**src/rtl/sipo_pkg.sv**
```systemverilog
// Shared constants and output-state encoding for the SIPO receiver.
// Optional parity framing is selected by SIPO_PARITY_EN (see top level).
package sipo_pkg;

  localparam int SIPO_DATA_WIDTH = 32;
  localparam int SIPO_CNT_WIDTH  = 6;

  typedef enum logic {
    SIPO_EMPTY,
    SIPO_FULL
  } sipo_out_state_t;

endpackage

```
**src/rtl/sipo_output_buffer.sv**
```systemverilog
// Holding register with EMPTY/FULL valid-ready handshake, sticky overrun
// and parity-flag capture. Parity flag input is driven 0 unless SIPO_PARITY_EN.
module sipo_output_buffer
  import sipo_pkg::*;
#(
  parameter int DATA_WIDTH = SIPO_DATA_WIDTH
) (
  input  logic                  clk,
  input  logic                  rst,
  input  logic                  clear,
  input  logic                  load,
  input  logic [DATA_WIDTH-1:0] load_data,
  input  logic                  load_parity_err,
  input  logic                  ready,
  output logic [DATA_WIDTH-1:0] data,
  output logic                  valid,
  output logic                  overrun,
  output logic                  parity_err
);

  sipo_out_state_t       state_reg, state_next;
  logic                  capture;
  logic                  drop;
  logic [DATA_WIDTH-1:0] data_reg;
  logic                  overrun_reg;
  logic                  parity_err_reg;

  always_comb begin
    state_next = state_reg;
    capture    = 1'b0;
    drop       = 1'b0;
    case (state_reg)
      SIPO_EMPTY: begin
        if (load) begin
          capture    = 1'b1;
          state_next = SIPO_FULL;
        end
      end
      SIPO_FULL: begin
        // A word arriving while the consumer takes the old one replaces it with no bubble.
        if (load && ready) begin
          capture = 1'b1;
        end else if (load) begin
          drop = 1'b1;
        end else if (ready) begin
          state_next = SIPO_EMPTY;
        end
      end
      default: state_next = SIPO_EMPTY;
    endcase
  end

  always_ff @(posedge clk or posedge rst) begin
    if (rst) begin
      state_reg      <= SIPO_EMPTY;
      data_reg       <= '0;
      overrun_reg    <= 1'b0;
      parity_err_reg <= 1'b0;
    end else begin
      state_reg <= state_next;
      if (capture) begin
        data_reg       <= load_data;
        parity_err_reg <= load_parity_err;
      end
      if (clear) begin
        overrun_reg <= 1'b0;
      end else if (drop) begin
        overrun_reg <= 1'b1;
      end
    end
  end

  assign data       = data_reg;
  assign valid      = (state_reg == SIPO_FULL);
  assign overrun    = overrun_reg;
  assign parity_err = parity_err_reg;

endmodule

```
**src/rtl/sipo_deserializer_32_bit.sv**
```systemverilog
// Serial-in parallel-out receiver: shift register and bit counter feeding a
// valid/ready holding buffer. Define SIPO_PARITY_EN for DATA_WIDTH+1 bit frames with even parity.
module sipo_deserializer_32_bit
  import sipo_pkg::*;
#(
  parameter int DATA_WIDTH = SIPO_DATA_WIDTH,
  parameter bit MSB_FIRST  = 1'b1
) (
  input  logic                      Clk_In,
  input  logic                      Reset_In,
  input  logic                      Serial_Data_In,
  input  logic                      Shift_Enable_In,
  input  logic                      Clear_In,
  output logic [DATA_WIDTH-1:0]     Parallel_Data_Out,
  output logic                      Data_Valid_Out,
  input  logic                      Data_Ready_In,
  output logic [SIPO_CNT_WIDTH-1:0] Bit_Count_Out,
  output logic                      Overrun_Out,
  output logic                      Parity_Error_Out,
  output logic [DATA_WIDTH-1:0]     SIPO_Shift_Register
);

  localparam int CNT_W = $clog2(DATA_WIDTH + 1);
`ifdef SIPO_PARITY_EN
  localparam logic [CNT_W-1:0] LAST_CNT = CNT_W'(DATA_WIDTH);
`else
  localparam logic [CNT_W-1:0] LAST_CNT = CNT_W'(DATA_WIDTH - 1);
`endif

  logic [DATA_WIDTH-1:0] shift_reg;
  logic [CNT_W-1:0]      count_reg;
  logic [DATA_WIDTH-1:0] shifted;
  logic                  accept;
  logic                  at_last;
  logic                  shift_en;
  logic                  complete;
  logic [DATA_WIDTH-1:0] word;
  logic                  word_parity_err;

  assign accept  = Shift_Enable_In & ~Clear_In;
  assign at_last = (count_reg == LAST_CNT);

  generate
    if (MSB_FIRST) begin : g_msb_first
      assign shifted = {shift_reg[DATA_WIDTH-2:0], Serial_Data_In};
    end else begin : g_lsb_first
      assign shifted = {Serial_Data_In, shift_reg[DATA_WIDTH-1:1]};
    end
  endgenerate

`ifdef SIPO_PARITY_EN
  // The parity bit completes the frame but is never shifted into the word.
  assign shift_en        = accept & ~at_last;
  assign complete        = accept & at_last;
  assign word            = shift_reg;
  assign word_parity_err = (^shift_reg) ^ Serial_Data_In;
`else
  assign shift_en        = accept;
  assign complete        = accept & at_last;
  assign word            = shifted;
  assign word_parity_err = 1'b0;
`endif

  always_ff @(posedge Clk_In or posedge Reset_In) begin
    if (Reset_In) begin
      shift_reg <= '0;
      count_reg <= '0;
    end else if (Clear_In) begin
      shift_reg <= '0;
      count_reg <= '0;
    end else if (accept) begin
      count_reg <= at_last ? '0 : count_reg + CNT_W'(1);
      if (shift_en) begin
        shift_reg <= shifted;
      end
    end
  end

  sipo_output_buffer #(
    .DATA_WIDTH(DATA_WIDTH)
  ) u_output_buffer (
    .clk            (Clk_In),
    .rst            (Reset_In),
    .clear          (Clear_In),
    .load           (complete),
    .load_data      (word),
    .load_parity_err(word_parity_err),
    .ready          (Data_Ready_In),
    .data           (Parallel_Data_Out),
    .valid          (Data_Valid_Out),
    .overrun        (Overrun_Out),
    .parity_err     (Parity_Error_Out)
  );

  assign Bit_Count_Out       = SIPO_CNT_WIDTH'(count_reg);
  assign SIPO_Shift_Register = shift_reg;

endmodule
```
**config.mk**
```make
export PLATFORM = sky130hd
export DESIGN_NAME = sipo_deserializer_32_bit
export DESIGN_NICKNAME = d
export VERILOG_FILES = /design/src/rtl/sipo_pkg.sv /design/src/rtl/sipo_output_buffer.sv /design/src/rtl/sipo_deserializer_32_bit.sv
export SDC_FILE = /design/constraint.sdc
export NUM_CORES = 1
export LEC_CHECK = 0
export ABC_AREA = 1
export BUFFER_PORTS_ARGS = -buffer_cell sky130_fd_sc_hd__buf_4
export CORE_UTILIZATION = 52
export CTS_CLUSTER_SIZE = 16
export DETAILED_ROUTE_END_ITERATION = 10
export HOLD_SLACK_MARGIN = 0.12
export PLACE_DENSITY = 0.83
export SLEW_MARGIN = 20
export SYNTH_ARGS = -nofsm -noshare
export SYNTH_HDL_FRONTEND = slang
export SYNTH_SLANG_ARGS = --single-unit
```
**constraint.sdc**
```tcl
create_clock -name Clk_In -period 3.4 [get_ports Clk_In]
set_input_delay 0 -clock Clk_In [delete_from_list [all_inputs] [get_ports Clk_In]]
set_output_delay 0 -clock Clk_In [all_outputs]
set_load 0.05 [all_outputs]
```
# ---- Word-level counts from Yosys, hierarchy flattened
# Cells that the tools add are included.
dict set report word_totals {
  ff_bits 72
  in_bits 6
  output_inout_bits 73
  word_cells 30
}
dict set report classes {
  n_addsub 1
  n_eq_ne 1
  n_mux 16
  bitwise 4
  n_reduce_logical 3
}
# operator n
set op_table {}
lappend op_table {{32-bit 2-to-1 mux} 2}
lappend op_table {{6-bit 2-to-1 mux} 3}
lappend op_table {{1-bit 2-to-1 mux} 9}
lappend op_table {{6-bit by 1-bit adder with 6-bit output (second input constant)} 1}
lappend op_table {{6-bit by 5-bit == test with 1-bit output (second input constant)} 1}
lappend op_table {{1-bit case mux with 2 select lines} 2}
lappend op_table {{2-bit nonzero test} 2}
lappend op_table {{1-bit bitwise AND} 2}
lappend op_table {{1-bit NOT} 2}
lappend op_table {{1-bit logical AND} 1}

# ---- Depth between registers and ports, before layout
# Gate-level depths: netlist of the first run.
dict set report logic_depth {
  word_depth 8
  ltp_mapped 7
  mapped_depth_nobuf 6
}

# ---- Hierarchy
# From an unflattened synthesis of the first run, not the netlist that was laid out.
dict set report hier_totals {
  cells_unflattened 305
  area_unflattened_um2 3208.1
}
# mod instances cells_each area_per_inst_um2 seq_area_each_um2
set modules_own_cells {}
lappend modules_own_cells {sipo_deserializer_32_bit 1 152 1739.2 950.9}
lappend modules_own_cells {sipo_output_buffer 1 153 1468.9 875.8}

# ---- Worst setup path before layout of the first run
# No wires, ideal clock.
dict set report synth_path {
  kind {flip-flop to flip-flop}
  from {reg count_reg[1], in the netlist Bit_Count_Out[1]}
  to {reg u_output_buffer.data_reg[0], in the netlist u_output_buffer.data[0]}
  setup_time_ns 0.119
  arrival_time_ns 1.611
  t_required_ns 3.281
  path_slack_ns 1.670
  stages_incl_launch_ff 8
  n_path_buf 1
  synth_period_minus_slack_ns 1.730
  cell_sequence {dfrtp_1 > ha_1 > nand3_2 > nor2_4 > nand3_4 > buf_6 > nand2_1 > nand2_1}
}
dict set report synth_between {
  elab_chain_len 5
  elab_cells_between_ends 6
  classes_between {eq/ne (1); mux (3); bitwise (1); reduce/logical (1)}
}
# element line_no
set synth_rtl {}
lappend synth_rtl {{from (decl)} sipo_deserializer_32_bit.sv:31} ;# logic [CNT_W-1:0] count_reg;
lappend synth_rtl {{from (signal assigned)} sipo_deserializer_32_bit.sv:72} ;# count_reg <= at_last ? '0 : count_reg + CNT_W'(1);
lappend synth_rtl {{6-bit by 5-bit == test with 1-bit output *} sipo_deserializer_32_bit.sv:41} ;# assign at_last = (count_reg == LAST_CNT);
lappend synth_rtl {{1-bit bitwise AND *} sipo_deserializer_32_bit.sv:59} ;# assign complete = accept & at_last;
lappend synth_rtl {{1-bit logical AND} sipo_output_buffer.sv:41} ;# if (load && ready) begin
lappend synth_rtl {{1-bit 2-to-1 mux} sipo_output_buffer.sv:41}
lappend synth_rtl {{1-bit case mux with 2 select lines *} sipo_output_buffer.sv:32} ;# case (state_reg)
lappend synth_rtl {{to (signal assigned)} sipo_output_buffer.sv:62} ;# data_reg <= load_data;
lappend synth_rtl {{to (decl)} sipo_output_buffer.sv:24} ;# logic [DATA_WIDTH-1:0] data_reg;
# Mark *: on every way between the ends. The rest lies on a longest branch, timed or not.
# A chain may end at the register's enable or synchronous reset.

# ---- Final worst setup path of the first run
dict set report layout_path {
  from {reg count_reg[1], in the netlist Bit_Count_Out[1]}
  to {reg u_output_buffer.data_reg[7], in the netlist u_output_buffer.data[7]}
}
# The elaborated chain is that of the path after synthesis.

==> out/results.txt, run 1 <==
Period utilisation layout: 65.3%
Hold Crit Class: in -> async
Power Total: 1.66 mW
Share of async-settable or async-resettable flops after synthesis: 100%
Placer congestion estimate: 0.774
Fin. Hold Viols: 0
CP Class: reg -> reg
Syn Nets: 306
Layout overhead on the synthesized area: 29.4%
Multi-input logic area: 848 sq um
Post-cts sizing count: 0
CTS tree: yes
GR Layer Usage met2: 38.1%
Critical Path RT: 3620 ps
Synth warnings: 0
Max Fanout on Critical Path: 35
DR vias: 2413
Register area: 1800 sq um
Routed vias/inst: 5.34
Die W: 76.8 um
Cell count after synthesis: 299
LEAKAGE: 1.98 nW
Diode count: 0
Max Slew Vio Count: 0
DRC Markers: 0
Peak supply drop: 316 uV
CTS buffer count: 9
Final setup margin: 1180 ps
Total die area: 5900 sq um
Setup tns final: 0 ps
Worst rel slew slack: 37.5%
Post-synth top area share: 61.9%
GRT overflow: 0
HPWL after DPL: 4120 um
Post-synth top cells: 83 x nand2_1, 72 x dfrtp_1, 37 x inv_1
Worst hold margin: 388 ps
Gr usage total: 23.4%
CTS clk-pin slew, worst paths: 70 ps
Cell variety after synth: 21
Clock Skews: 3.00 ps
Clk buf depth: 2
Final setup viols: 0
Fmax: 451 MHz
Fin util: 71.9%
Final Non-Filler Cells: 452
Post-route antenna net violation count: 0
First-pass GRT wire length: 10600 um
Setup Slack @ Placement: 1200 ps
Design area: 3760 sq um
Grt met3 use: 5.24%
Main synth FF type: dfrtp_1
NumNets Final: 384
Synth Register Bits: 72
Post-route minimum period: 2220 ps
Number of DRC markers in iteration 0: 104
Syn Area/Cell: 9.73 sq um
Dominant cell type by area after synthesis: dfrtp_1
DP Area: 3480 sq um
Run status: completed
DRT Wirelength: 6400 um
Share of cells above drive strength 1: 26.4%
Most frequent cell after synthesis: nand2_1
Post-synth EDFFs: 0
Initial antenna violation count: 0
Largest net degree at the start of global routing: 51
Pwr/cell area: 440 nW/um^2
RSZ-0062 raised after global routing: false
Initial Util: 55.5%
Clock latency on the worst-skew pair: 330 ps
IO Port Bufs: 77
CTS H-tree depth: 3
CP endpoint kind: flip-flop
Max_cap viols: 0
Leading post-synthesis cells by cell area: dfrtp_1 62%, nand2_1 11%, nand4_1 7.1%
Die height: 76.8 um
WL/cell: 14.2 um
CTS sink count: 72
Sequential area share after synthesis: 61.9%
Vias in the first global route: 2228
Layout fillers: 385
# IOs: 79
Busiest grt layer: met2
Post-Syn Area: 2910 sq um
1st-pass router iterations: 4
Critical path arrival: 2440 ps
Dpl cells: 430
Met1 GRT Util: 29.9%
Core Area: 5240 sq um
Rows: 26
Clk root buf: clkbuf_8
Slew of the pin with the lowest slew margin: 937 ps
Startpoint Class: flip-flop
==> cells in the final DEF, fill, tap and decap left out, drive strengths merged <==
master and count:
buf 80, nand4 33, a22o 1, clkinv 2
clkbuf 14, ha 1, o22ai 30, nor2 8
bufinv 1, a21oi 1, dfrtp 72, o21bai 1
dlygate4sd3 6, nand3 6, o21ai 4, nand2 83
conb 1, inv 38
==> layer usage <==
metal | vias to the layer above | routed length, um
li1 | 1155 | -
met5 | - | 0
met3 | 6 | 431
met1 | 1161 | 2740
met4 | 0 | 52
met2 | 91 | 3180
==> timing repair <==
| item | CTS | global route |
|---|---|---|
| hold endpoints to repair | 59 | 0 |
| hold buffers | 6 | 0 |
| setup buffers | 0 | 0 |
==> final timing paths <==
| check | startpoint | end | slack [ps] | depth (start not counted) |
|---|---|---|---|---|
| worst max-delay path | Bit_Count_Out[1] | u_output_buffer.data[7] | 1180 | 6 |
| worst min-delay path | Reset_In | u_output_buffer.data[18] | 390 | 3 |
| worst max register to register | Bit_Count_Out[1] | u_output_buffer.data[7] | 1180 | 6 |
| worst min register to register | u_output_buffer.data[20] | u_output_buffer.data[20] | 470 | 2 |
| max in group asynchronous | Reset_In | u_output_buffer.data[26] | 2230 | 4 |
| min in group Clk_In | Serial_Data_In | SIPO_Shift_Register[0] | 450 | 4 |
==> worst max-delay path: stages (launching register included) <==
cell	delay [ps]
dfrtp_1	410
ha_1	250
nand3_2	110
nor2_4	600
nand3_4	480
nand2_1	190
nand2_1	70
==> layout make-up <==
cell class	instances	area share (%)
flip-flops and latches	72	47.9
multi-input cells	169	22.5
repair buffers	86	17.6
clock buffers	14	4.85
inverters	39	3.92
well taps	70	2.33
clock inverters	2	0.931
==> kinds of logic (layout without fill, tap and decap cells) <==
family / count (synthesis) / in the layout / share of synthesized area, %
AO/OA/AOI/OAI: 37 / 37 / 7.87
buffers and inverters: 58 / 141 / 8.90
AND/OR/NAND/NOR: 130 / 130 / 20.7
adder cells (fa/ha/maj): 1 / 1 / 0.430
other: 1 / 1 / 0.129
flip-flops: 72 / 72 / 61.9
==> power breakdown <==
group          internal [mW]  switching (mW)  total, mW
Combinational         0.0190          0.0586     0.0775
Clock                  0.419           0.295      0.714
Sequential             0.860         0.00386      0.863
Power figures use the tool's default switching activity.
==> inputs of run 2 (changes only) <==
==> constraint.sdc (replaced) <==
create_clock -name Clk_In -period 2.33 [get_ports Clk_In]
set_input_delay 0 -clock Clk_In [delete_from_list [all_inputs] [get_ports Clk_In]]
set_output_delay 0 -clock Clk_In [all_outputs]
set_load 0.05 [all_outputs]
==> out/results.txt, run 2 (synthesis gave the netlist of run 1 again) <==
CTS H-tree depth: 3 (unchanged)
Max Slew Vio Count: 0 (unchanged)
Hold Crit Class: in -> async (unchanged)
Die height: 76.8 um (unchanged)
Met1 GRT Util: 31.6% (was 29.9%)
Commonest non-fill, non-tap cell in the layout: nand2_1 (unchanged)
Critical Path RT: 2570 ps (was 3620 ps)
Initial antenna violation count: 0 (unchanged)
DP Area: 3500 sq um (was 3480 sq um)
1st-pass router iterations: 4 (unchanged)
Pwr/cell area: 645 nW/um^2 (was 440 nW/um^2)
CTS sink count: 72 (unchanged)
Number of DRC markers in iteration 0: 178 (was 104)
Peak supply drop: 370 uV (was 316 uV)
Clock latency on the worst-skew pair: 350 ps (was 330 ps)
Leading cell types in the layout, fill and taps excluded: 83 x nand2_1, 80 x buf_4, 72 x dfrtp_1 (unchanged)
GR Layer Usage met2: 38.0% (was 38.1%)
CTS clk-pin slew, worst paths: 80 ps (was 70 ps)
IO Port Bufs: 77 (unchanged)
CP endpoint kind: flip-flop (unchanged)
DRT Wirelength: 6650 um (was 6400 um)
Largest net degree at the start of global routing: 42 (was 51)
Worst rel slew slack: 38.7% (was 37.5%)
Diode count: 0 (unchanged)
Clk buf depth: 2 (unchanged)
Initial Util: 55.5% (unchanged)
Max Fanout on Critical Path: 32 (was 35)
Busiest grt layer: met2 (unchanged)
First-pass GRT wire length: 11000 um (was 10600 um)
Layout overhead on the synthesized area: 29.5% (was 29.4%)
HPWL after DPL: 4340 um (was 4120 um)
CTS buffer count: 9 (unchanged)
Slew of the pin with the lowest slew margin: 918 ps (was 937 ps)
Total die area: 5900 sq um (unchanged)
Fmax: 509 MHz (was 451 MHz)
Setup tns final: 0 ps (unchanged)
CTS tree: yes (unchanged)
DR vias: 2383 (was 2413)
Routed vias/inst: 5.27 (was 5.34)
Period utilisation layout: 84.4% (was 65.3%)
Grt met3 use: 6.79% (was 5.24%)
Final setup viols: 0 (unchanged)
Clk root buf: clkbuf_8 (unchanged)
RSZ-0062 raised after global routing: false (unchanged)
Fin. Hold Viols: 0 (unchanged)
LEAKAGE: 1.99 nW (was 1.98 nW)
GRT overflow: 0 (unchanged)
Core Area: 5240 sq um (unchanged)
Die W: 76.8 um (unchanged)
CP Class: reg -> reg (unchanged)
WL/cell: 14.7 um (was 14.2 um)
Post-route antenna net violation count: 0 (unchanged)
Layout fillers: 418 (was 385)
Startpoint Class: flip-flop (unchanged)
# IOs: 79 (unchanged)
Clock Skews: 10.3 ps (was 3.00 ps)
Dpl cells: 431 (was 430)
Gr usage total: 24.2% (was 23.4%)
NumNets Final: 384 (unchanged)
Share of cells above drive strength 1: 26.7% (was 26.4%)
Post-route minimum period: 1970 ps (was 2220 ps)
Postcts setup bufs: 0 (unchanged)
Placer congestion estimate: 0.792 (was 0.774)
Rows: 26 (unchanged)
Vias in the first global route: 2348 (was 2228)
Worst R2R Start: Bit_Count_Out[1] (unchanged)
Critical path arrival: 2210 ps (was 2440 ps)
Final Non-Filler Cells: 452 (unchanged)
Run status: completed (unchanged)
Max_cap viols: 0 (unchanged)
Design area: 3770 sq um (was 3760 sq um)
DRC Markers: 0 (unchanged)
CP startpoint: Bit_Count_Out[1] (unchanged)
## run 2: changes by cell type in the layout (fill, tap and decap cells not counted), sizes merged
cell         previous run  this run
buf                    80        81
bufinv                  1         2
clkbuf                 14        10
clkinv                  2         4
dlygate4sd3             6         5
inv                    38        39
## run 2: repair_timing
item / 4_1_cts / 5_1_grt
resized for setup: 0 / 0
hold buffers: 5 / 0
endpoints found under the hold margin: 40 / 0
## run 2: through the flow
stage / setup slack, ps / utilization [%] / power (mW) / hold WS [ps]
2_1_floorplan: 505 / - / 1.36 / 121
3_3_place_gp: 529 / 66.9 / 1.39 / 123
3_5_place_dp: 394 / 66.9 / 1.39 / 140
4_1_cts: 395 / 71.9 / 2.44 / 326
5_1_grt: 178 / 71.9 / 2.51 / 358
6_report: 364 / 71.9 / 2.43 / 308
## run 2: area by class of cell
class,instances,area (sq um),share of cell area (%)
Clock buffer,10,128,3.39
Multi-Input combinational cell,169,848,22.5
Clock inverter,6,83.8,2.23
Inverter,39,146,3.89
Sequential cell,72,1800,47.8
Tap cell,70,87.6,2.33
Timing Repair Buffer,86,671,17.8
## run 2: report_power, final
part	internal [mW]	switching, mW
registers	1.25	0.00627
clock network	0.599	0.455
logic	0.0289	0.0864
total	1.88	0.548
## run 2: final timing paths
| kind | slack [ps] | to | depth (start not counted) |
|---|---|---|---|
| min | 310 | u_output_buffer.data[18] | 3 |
| max reg2reg | 360 | u_output_buffer.data[3] | 6 |
| max in group asynchronous | 1380 | SIPO_Shift_Register[6] | 4 |
| min in group Clk_In | 440 | SIPO_Shift_Register[0] | 4 |
| max | 360 | u_output_buffer.data[3] | 6 |
| min reg2reg | 470 | u_output_buffer.data[7] | 2 |
## run 2: critical path: stages (launching register included)
cell     delay (ps)
dfrtp_1         420
ha_1            250
nand3_2         120
nor2_4          390
nand3_4         410
nand2_1         180
nand2_1          70
## run 2: metal layers
layer | wire, um | up-vias
met5 | 0 | -
li1 | - | 1151
met4 | 102 | 0
met1 | 2870 | 1139
met2 | 3230 | 82
met3 | 448 | 11
==> inputs of run 3 (changes only) <==
--- a/config.mk
+++ b/config.mk
@@ -7,11 +7,11 @@
 export LEC_CHECK = 0
 export ABC_AREA = 1
 export BUFFER_PORTS_ARGS = -buffer_cell sky130_fd_sc_hd__buf_4
-export CORE_UTILIZATION = 52
+export CORE_UTILIZATION = 47
 export CTS_CLUSTER_SIZE = 16
 export DETAILED_ROUTE_END_ITERATION = 10
 export HOLD_SLACK_MARGIN = 0.12
-export PLACE_DENSITY = 0.83
+export PLACE_DENSITY = 0.8
 export SLEW_MARGIN = 20
 export SYNTH_ARGS = -nofsm -noshare
 export SYNTH_HDL_FRONTEND = slang
==> constraint.sdc (replaced) <==
create_clock -name Clk_In -period 1.6 [get_ports Clk_In]
set_input_delay 0 -clock Clk_In [delete_from_list [all_inputs] [get_ports Clk_In]]
set_output_delay 0 -clock Clk_In [all_outputs]
set_load 0.05 [all_outputs]
==> out/results.txt, run 3 (synthesis gave the netlist of run 1 again) <==
Run status: completed (unchanged)
Max Fanout on Critical Path: 8 (was 32)
Period utilisation layout: 96.1% (was 84.4%)
P_sw: 0.792 mW (was 0.548 mW)
CP endpoint kind: flip-flop (unchanged)
Sequential Power Share: 53.0% (was 51.9%)
Post-route antenna net violation count: 0 (unchanged)
IO Port Bufs: 77 (unchanged)
Clk root buf: clkbuf_8 (unchanged)
Clock power frac: 41.9% (was 43.4%)
1st-pass router iterations: 5 (was 4)
Worst R2R Start: Bit_Count_Out[0] (was Bit_Count_Out[1])
DRC Markers: 0 (unchanged)
Gr usage total: 23.7% (was 24.2%)
Layout overhead on the synthesized area: 33.2% (was 29.5%)
Share of cells above drive strength 1: 29.4% (was 26.7%)
Design area: 3870 sq um (was 3770 sq um)
Hold Crit Class: in -> async (unchanged)
Initial Util: 48.8% (was 55.5%)
Fmax: 651 MHz (was 509 MHz)
RSZ-0062 raised after global routing: true (was false)
Multi-input logic area: 906 sq um (was 848 sq um)
Placer congestion estimate: 0.764 (was 0.792)
Commonest non-fill, non-tap cell in the layout: buf_4 (was nand2_1)
First-pass GRT wire length: 11300 um (was 11000 um)
# IOs: 79 (unchanged)
CP peak stage delay: 410 ps (was 420 ps)
Max Slew Vio Count: 0 (unchanged)
Clock Skews: 7.45 ps (was 10.3 ps)
DRT Wirelength: 7260 um (was 6650 um)
Max_cap viols: 0 (unchanged)
Die height: 80.7 um (was 76.8 um)
DP Area: 3550 sq um (was 3500 sq um)
Core Area: 5960 sq um (was 5240 sq um)
Diode count: 0 (unchanged)
Worst rel slew slack: 35.1% (was 38.7%)
Largest net degree at the start of global routing: 73 (was 42)
CTS sink count: 72 (unchanged)
CP startpoint: Bit_Count_Out[0] (was Bit_Count_Out[1])
Clock latency on the worst-skew pair: 350 ps (about the same)
CTS tree: yes (unchanged)
Sw frac: 22.9% (was 22.5%)
NumNets Final: 393 (was 384)
Layout fillers: 516 (was 418)
Worst Path Buf+Inv: 1 (was 0)
Leading cell types in the layout, fill and taps excluded: 85 x buf_4, 82 x nand2_1, 70 x dfrtp_1 (was 83 x nand2_1, 80 x buf_4, 72 x dfrtp_1)
DR vias: 2463 (was 2383)
Die W: 80.7 um (was 76.8 um)
Worst hold margin: 306 ps (was 308 ps)
Critical path arrival: 1770 ps (was 2210 ps)
Gate power share: 5.1% (was 4.7%)
Register area: 1800 sq um (about the same)
Post-route minimum period: 1540 ps (was 1970 ps)
Clk buf depth: 2 (unchanged)
Crit path max-delay cell type: dfrtp_2 (was dfrtp_1)
Rows: 28 (was 26)
CTS clk-pin slew, worst paths: 70 ps (was 80 ps)
Initial antenna violation count: 0 (unchanged)
Setup tns final: 0 ps (unchanged)
Final setup viols: 0 (unchanged)
Vias in the first global route: 2290 (was 2348)
Fin util: 65.1% (was 71.9%)
Fin. Hold Viols: 0 (unchanged)
HPWL after DPL: 4390 um (was 4340 um)
CTS buffer count: 9 (unchanged)
CP Class: reg -> reg (unchanged)
Routed vias/inst: 5.29 (was 5.27)
Pwr/cell area: 895 nW/um^2 (was 645 nW/um^2)
Startpoint Class: flip-flop (unchanged)
GRT overflow: 0 (unchanged)
Peak supply drop: 672 uV (was 370 uV)
Worst path cell trace: ha_2 > nand3_2 > nor2_4 > buf_4 > nand3_4 > nand2_2 > nand2_1 (was ha_1 > nand3_2 > nor2_4 > nand3_4 > nand2_1 > nand2_1)
Total die area: 6510 sq um (was 5900 sq um)
LEAKAGE: 2.00 nW (was 1.99 nW)
CP top delay family: simple AND/OR/NAND/NOR gates (unchanged)
Number of DRC markers in iteration 0: 236 (was 178)
CTS H-tree depth: 3 (unchanged)
Slew of the pin with the lowest slew margin: 972 ps (was 918 ps)
WL/cell: 15.6 um (was 14.7 um)
Int Pwr: 2.67 mW (was 1.88 mW)
Critical Path RT: 1840 ps (was 2570 ps)
[run 3: changes by cell type in the layout (fill, tap and decap cells not counted), sizes merged]
cell	delta
clkinvlp	+1
clkbuf	+3
clkinv	-1
inv	-2
bufinv	-1
buf	+7
nand3	+3
dlygate4sd3	-1
[run 3: area by class of cell]
| cell class | instances | area share, % |
|---|---|---|
| Clock buffer | 13 | 4.10 |
| Clock inverter | 3 | 1.03 |
| Inverter | 39 | 3.91 |
| Multi-Input combinational cell | 172 | 23.4 |
| Sequential cell | 72 | 46.6 |
| Tap cell | 75 | 2.42 |
| Timing Repair Buffer | 92 | 18.6 |
[run 3: per-stage QoR]
step	setup WS [ps]	total power, mW	cells
after floorplan	38.6	1.98	299
after global placement	67.8	2.03	440
after detailed placement	-27.2	2.04	440
after CTS	1.36	3.49	461
after global routing	-22.3	3.57	466
final	63.2	3.47	466
[run 3: power groups by stage]
stage	clock, mW	sequential [mW]	combinational (mW)
6_report	1.45	1.84	0.177
5_1_grt	1.54	1.84	0.196
4_1_cts	1.48	1.84	0.176
3_5_place_dp	0	1.87	0.167
3_3_place_gp	0	1.87	0.163
2_1_floorplan	0	1.90	0.0871
[run 3: path summary, 6_finish.rpt]
check	endpoint	slack (ps)	depth (start not counted)
min	u_output_buffer.data[19]	310	4
min reg2reg	u_output_buffer.data[20]	470	2
max in group asynchronous	Bit_Count_Out[1]	980	4
max	u_output_buffer.data[4]	60	7
min in group Clk_In	SIPO_Shift_Register[0]	440	4
max reg2reg	u_output_buffer.data[4]	60	7
[run 3: worst reg2reg max path: cells and delay by family, from the launching register on]
kind / cells / cell delay [ps]
adder cells (fa/ha/maj): 1 / 220
buffers and inverters: 1 / 180
flip-flops: 1 / 410
AND/OR/NAND/NOR: 5 / 620
[run 3: repair_timing]
action / 4_1_cts / 5_1_grt
setup buffers: 0 / 3
gates cloned: 1 / 2
resized for setup: 2 / 6
hold endpoints to repair: 80 / 0
endpoints found under the setup margin: 32 / 36
hold buffers: 4 / 0
pin swaps: 1 / 1
[run 3: layer usage]
layer	track usage, %	part of all wire (%)	up-vias
li1	-	-	1181
met1	31.6	42	1177
met2	36.3	50	93
met3	4.09	6.5	12
met4	13.9	1.6	0
met5	0	0	-
